==> src/rtl/debug_pattern_core.sv <==
// Debug pattern generator: queues pixel coordinates in a small FIFO and shades
// each one into a registered output stage using the pattern selected at pop time.
module debug_pattern_core #(
  parameter int COORD_W    = 12,
  parameter int FIFO_DEPTH = 4,
  parameter int TILE_SHIFT = 4,
  parameter int FRAME_BIT  = 6
) (
  input  logic                          clk,
  input  logic                          reset,
  input  logic                          in_valid,
  input  logic [COORD_W-1:0]            in_x,
  input  logic [COORD_W-1:0]            in_y,
  output logic                          in_ready,
  input  logic [1:0]                    mode,
  input  logic [23:0]                   solid_color,
  input  logic [15:0]                   frame_counter,
  output logic                          out_valid,
  input  logic                          out_ready,
  output logic [COORD_W-1:0]            out_x,
  output logic [COORD_W-1:0]            out_y,
  output logic [23:0]                   out_color,
  output logic [$clog2(FIFO_DEPTH):0]   fifo_level
);

  localparam int AW = $clog2(FIFO_DEPTH);
  localparam int LW = AW + 1;

  typedef enum logic {S_IDLE, S_FULL} state_t;

  logic [2*COORD_W-1:0] mem_q [FIFO_DEPTH];
  logic [AW-1:0]        wr_ptr_q, rd_ptr_q;
  logic [LW-1:0]        level_q, level_d;
  state_t               state_q, state_d;
  logic [COORD_W-1:0]   out_x_q, out_y_q;
  logic [23:0]          out_color_q;
  logic [COORD_W-1:0]   head_x, head_y;
  logic                 push, pop, fifo_empty;

  function automatic logic [23:0] shade(input logic [COORD_W-1:0] x,
                                        input logic [COORD_W-1:0] y,
                                        input logic [1:0]         m,
                                        input logic [23:0]        solid,
                                        input logic [15:0]        fc);
    logic               tile;
    logic [COORD_W-1:0] sx;
    tile = x[TILE_SHIFT] ^ y[TILE_SHIFT];
    // Horizontal scroll wraps within the coordinate width.
    sx   = x + COORD_W'(fc);
    case (m)
      2'd0:    shade = fc[FRAME_BIT] ? (tile ? 24'hFF0000 : 24'h00FF00)
                                     : (tile ? 24'hFFFF00 : 24'h00FFFF);
      2'd1:    shade = solid;
      2'd2:    shade = {8'(x), 8'(y), fc[7:0]};
      default: shade = (sx[TILE_SHIFT] ^ y[TILE_SHIFT]) ? 24'hFFFFFF : 24'h000000;
    endcase
  endfunction

  // in_ready depends on registered level only, so a full FIFO never accepts a
  // push even when a pop happens in the same cycle.
  assign in_ready   = (level_q != LW'(FIFO_DEPTH));
  assign fifo_empty = (level_q == '0);
  assign push       = in_valid && in_ready;
  assign pop        = !fifo_empty && (state_q == S_IDLE || out_ready);
  assign {head_x, head_y} = mem_q[rd_ptr_q];

  always_comb begin
    state_d = state_q;
    case (state_q)
      S_IDLE:  if (pop) state_d = S_FULL;
      S_FULL:  if (out_ready && fifo_empty) state_d = S_IDLE;
      default: state_d = S_IDLE;
    endcase
  end

  always_comb begin
    level_d = level_q;
    case ({push, pop})
      2'b10:   level_d = level_q + LW'(1);
      2'b01:   level_d = level_q - LW'(1);
      default: level_d = level_q;
    endcase
  end

  // Stage 0: FIFO storage and pointers
  always_ff @(posedge clk) begin
    if (push) mem_q[wr_ptr_q] <= {in_x, in_y};
  end

  always_ff @(posedge clk) begin
    if (reset) begin
      wr_ptr_q <= '0;
      rd_ptr_q <= '0;
      level_q  <= '0;
      state_q  <= S_IDLE;
    end else begin
      if (push) wr_ptr_q <= wr_ptr_q + AW'(1);
      if (pop)  rd_ptr_q <= rd_ptr_q + AW'(1);
      level_q <= level_d;
      state_q <= state_d;
    end
  end

  // Stage 1: shaded output register
  always_ff @(posedge clk) begin
    if (reset) begin
      out_x_q     <= '0;
      out_y_q     <= '0;
      out_color_q <= '0;
    end else if (pop) begin
      out_x_q     <= head_x;
      out_y_q     <= head_y;
      out_color_q <= shade(head_x, head_y, mode, solid_color, frame_counter);
    end
  end

  assign out_valid  = (state_q == S_FULL);
  assign out_x      = out_x_q;
  assign out_y      = out_y_q;
  assign out_color  = out_color_q;
  assign fifo_level = level_q;

endmodule

==> config.mk <==
export PLATFORM = sky130hd
export DESIGN_NAME = debug_pattern_core
export DESIGN_NICKNAME = d
export VERILOG_FILES = /design/src/rtl/debug_pattern_core.sv
export SDC_FILE = /design/constraint.sdc
export NUM_CORES = 1
export LEC_CHECK = 0
export CAP_MARGIN = 0
export CELL_PAD_IN_SITES_DETAIL_PLACEMENT = 0
export CELL_PAD_IN_SITES_GLOBAL_PLACEMENT = 1
export CORE_UTILIZATION = 35
export DETAILED_ROUTE_END_ITERATION = 10
export PLACE_DENSITY_LB_ADDON = 0.12
export SLEW_MARGIN = 20
export SYNTH_ARGS = -nofsm -noshare
export SYNTH_HDL_FRONTEND = slang
export SYNTH_SLANG_ARGS = --single-unit
==> constraint.sdc <==
create_clock -name clk -period 3.2 [get_ports clk]
set_input_delay 0.32 -clock clk [delete_from_list [all_inputs] [get_ports clk]]
set_output_delay 0.32 -clock clk [all_outputs]
set_load 0.01 [all_outputs]
# == After elaboration in Yosys (flattened, before gate mapping) ==
# Memories as Yosys holds them, arrays and structs flattened. A register that Yosys moved wholly into a read port is not among the register bits.
# Cells that the tools add are included.
# word_totals
reg_bits,56
latch_bits,0
mem_bits_rw,96
rom_bits,0
out_inout_bits,53
wordCells,42
n_memories,1
# op_classes
add_sub_neg,5
n_mul,0
div,0
magnitude_cmp,0
n_eq_ne,5
n_shift,0
muxes,13
bitwise_logic,3
n_reduce_logical,8
# memory_table
name,depth,width,rd,rd_ports_with_merged_regs,write_ports,line_no,source
mem_q,4,24,1,1,1,31,logic [2*COORD_W-1:0] mem_q [FIFO_DEPTH];
# ops
operator,n
24-bit 2-to-1 mux,4
24-bit one-hot mux with 3 select lines,1
3-bit one-hot mux with 2 select lines,1
5-bit adder,1
"2-bit by 1-bit adder with 2-bit output, second input constant",2
"2-bit by 1-bit equality test with 1-bit output, second input constant",2
"2-bit equality test, second input constant",2
1-bit 2-to-1 mux,4
2-bit 2-to-1 mux,2
"3-bit by 1-bit adder with 3-bit output, second input constant",1
1-bit logical AND,3
3-bit logical NOT,1
"3-bit != test, second input constant",1
"3-bit by 1-bit subtractor with 3-bit output, second input constant",1
2-bit logical NOT,1
1-bit one-hot mux with 2 select lines,1
2-bit nonzero test,1
1-bit bitwise XOR,2
1-bit logical NOT,1
1-bit logical OR,1
1-bit NOT,1

# == Depth between registers and ports, before layout ==
# logic_depth
depth_word,5
mapped_depth,11
ltp_nobuf,10

# == Worst setup path before layout ==
# No wires, ideal clock.
# synth_path
path_type,flip-flop to flip-flop
startpoint,register (tool-made name)
endpoint,register out_color_q[10] (netlist: out_color[10])
setup_time_ns,0.141
arrival_ns,2.730
setup_slack_ns,0.329
stages_incl_launch_ff,9
n_path_buf,1
period_less_slack_ns,2.871
path_cell_list,dfxtp_1 -> buf_4 -> mux4_2 -> ha_1 -> and4_1 -> a221oi_2 -> xnor3_2 -> a311oi_4 -> a211oi_1
# synth_lines
element,line_no,source
to (signal assigned),113,"out_color_q <= shade(head_x, head_y, mode, solid_color, frame_counter);"
to (decl),36,logic [23:0] out_color_q;

==> summary.txt <==
Setup path
  • Startpoint Class: flop
  • Crit-path max cell delay: 570 ps
  • Crit Path Category: flop to flop
  • Critical Path RT: 3460 ps
  • Critical-path cell list: mux4_2 > ha_1 > and4_1 > a221oi_2 > xnor3_2 > a311oi_4 > buf_4 > a211oi_1
  • Peak fanout along the critical path: 8
  • Setup crit end kind: flop
  • CP max stage cell: mux4_2
  • Arr. time, crit path: 3210 ps

Timing
  • Clock Skew: 6.23 ps
  • Worst Tran Pin Value: 735 ps
  • Final hold vios: 0
  • Maximum clock frequency: 339 MHz
  • Max-slew headroom: 51.0%
  • Fin crit period: 2950 ps
  • Fin. max-slew vios: 0
  • Total negative setup slack: 0 ps
  • Final Cycle Share: 92.2%
  • RSZ-0062 raised after global routing: false
  • Final setup vio count: 0

Clock network
  • Clk Latency, worst-skew pair: 410 ps
  • H-tree depth: 4
  • CTS Buf Count: 17
  • Clock Tree Buf Depth: 2
  • Reg clk slew, reported paths: 60 ps
  • Num Clock Sinks: 154
  • CTS tree: done
  • Clock tree root buffer cell: clkbuf_16
  • Resize count post-CTS: 0

Routing
  • Final ANT Viol Nets: 0
  • DRC: 0
  • Drt total wl: 13500 um
  • 1st-iter DRT viols: 187
  • Vias per cell: 4.93
  • Detailed Routing Iterations Pass 1: 4
  • Vias post-DR: 3788
  • Wire per inst: 17.6 um

Final layout
  • Diodes inserted: 0
  • Final-stage net count: 615
  • Most common cell after layout, fill and taps aside: clkdlybuf4s50_1
  • Area delta synth->final: 33.9%
  • Commonest non-fill, non-tap cells in the layout: clkdlybuf4s50_1, edfxtp_1, dfxtp_1, nand2_1, nor2_1
  • Fraction of layout cells with a size suffix above 1: 14.9%
  • Fin area: 8000 um^2

Floorplanning
  • Cell Rows: 47
  • Die Y-Extent: 133 um
  • # IOs: 123
  • Initial Util: 35.9%
  • Core footprint: 16600 um^2
  • Die area: 17600 um^2
  • Die width: 133 um

Synth
  • Synth Area in Adders: 2.01%
  • Avg Inst Size Synth: 14.5 um^2
  • Synth Area in Simple Gates: 6.59%
  • Yosys reg bits: 154
  • Share of the synthesized area in the top cell type: 48.2%
  • Synth Area in Compound Gates: 10.4%
  • Syn nets: 491
  • Post-synthesis sequential area ratio: 67.7%
  • Ys async rst share: 0%
  • Area leader, netlist: edfxtp_1
  • XOR/XNOR Fraction of Synth Area: 1.72%
  • Synth area leaders: edfxtp_1, dfxtp_1, mux4_2
  • Synth Cell Area: 5980 um^2
  • Multiplexer area fraction after synthesis: 9.42%
  • Count of cell types in the netlist: 31
  • Largest family of logic cells by synthesized area: compound AO/OA/AOI/OAI gates
  • Ys flop type: edfxtp_1
  • Synth warnings: 0
  • Number of flops mapped to enable cells by yosys: 96
  • Syn Inst Count: 412

Global routing
  • Initial antenna violation count: 0
  • GRT Total Usage: 16.4%
  • First-pass GRT wire length: 21300 um
  • Vias in the first global route: 3784
  • Largest net degree at the start of global routing: 51
  • Total congestion overflow: 0

Power
  • Total Power Consumption: 7390 uW
  • Lkg Pwr: 0.00272 uW
  • Worst vdd ir: 409 uV
  • P per Cell Area: 924 nW/um^2

Placement
  • Dpl cell area: 7390 um^2
  • Post-DP HPWL: 8950 um
  • Placer Congestion: 0.738
  • Count of input and output buffers: 114

Hold path
  • Hold Crit Class: flop to flop
  • Hold path startpoint: out_y[5]

Run
  • Max_cap viols: 0

Status
  • Status: complete, no violations
cell usage after synthesis, drive strengths merged (2+ instances only):
cell and instances:
edfxtp 96, dfxtp 58, nand2 52, nor2 31, a21oi 28, a211oi 25, mux4 25, a22oi 24
clkbuf 20, ha 8, inv 7, xor2 7, buf 6, and3 4, a311oi 3, a21o 2
nor2b 2, xnor2 2
timing repair:
item	CTS	global route
setup endpoints to repair	2	24
pin swaps	1	4
buffers inserted	0	4
hold buffers	0	0
gates cloned	0	0
final timing paths:
check                  end  slack [ps]  cells past startpoint
max          out_color[16]         250                      8
min               out_y[5]         450                      2
max reg2reg  out_color[16]         250                      8
min reg2reg       out_y[5]         450                      2
stage by stage:
stage | utilization, % | setup slack (ps) | instances | hold slack [ps]
5_1_grt | 48.1 | 109 | 769 | 478
3_3_place_gp | 44.4 | 49.0 | 733 | 444
6_report | 48.1 | 251 | 769 | 455
3_5_place_dp | 44.4 | 14.5 | 733 | 449
4_1_cts | 47.9 | 4.65 | 765 | 452
2_1_floorplan | - | 329 | 412 | 419
flip-flops by register name (all words and copies together) (netlist names), named ones only:
name and flops:
out_valid 1, out_x 12, out_y 12, mem_q 96, out_color 24, rd_ptr_q 2, fifo_level 3, wr_ptr_q 2
area by class of cell:
cell class,count,area (um^2)
fill,1480,8640
timing repair buffer,131,1260
inverter,8,30.0
clock buffer,20,468
tap,220,275
multi-input combinational,224,1810
sequential,154,4050
clock inverter,12,114
power breakdown:
group	switching, uW	total [uW]	internal (uW)
clock	787	1930	1140
combinational	1360	2650	1290
sequential	224	2810	2590
total	2370	7390	5020
cells by family (layout without fill, tap and decap cells):
| kind of cell | count (synthesis) | in the layout |
|---|---|---|
| compound gates | 84 | 84 |
| simple gates | 96 | 96 |
| mux | 25 | 25 |
| flops | 154 | 154 |
| fa+ha+maj | 9 | 9 |
| xor+xnor | 10 | 10 |
| buf+inv | 34 | 171 |
metal layers:
layer	share of wire, %	GRT usage, %	up-vias	wire (um)
met5	0	0	-	0
met4	1.1	6.70	0	150
met3	4.7	3.87	8	635
met2	47	25.5	109	6340
met1	47	22.1	1867	6380
li1	-	-	1804	-
critical path, delay by kind of cell, from the launching register on:
kind                     cells  cell delay (ps)
AO/OA/AOI/OAI                3              690
XOR/XNOR                     1              380
adder cells (fa/ha/maj)      1              310
buffers and inverters        1              200
flip-flops                   1              430
multiplexers                 1              570
AND/OR/NAND/NOR              1              210
(Power assumes the default switching activity.)
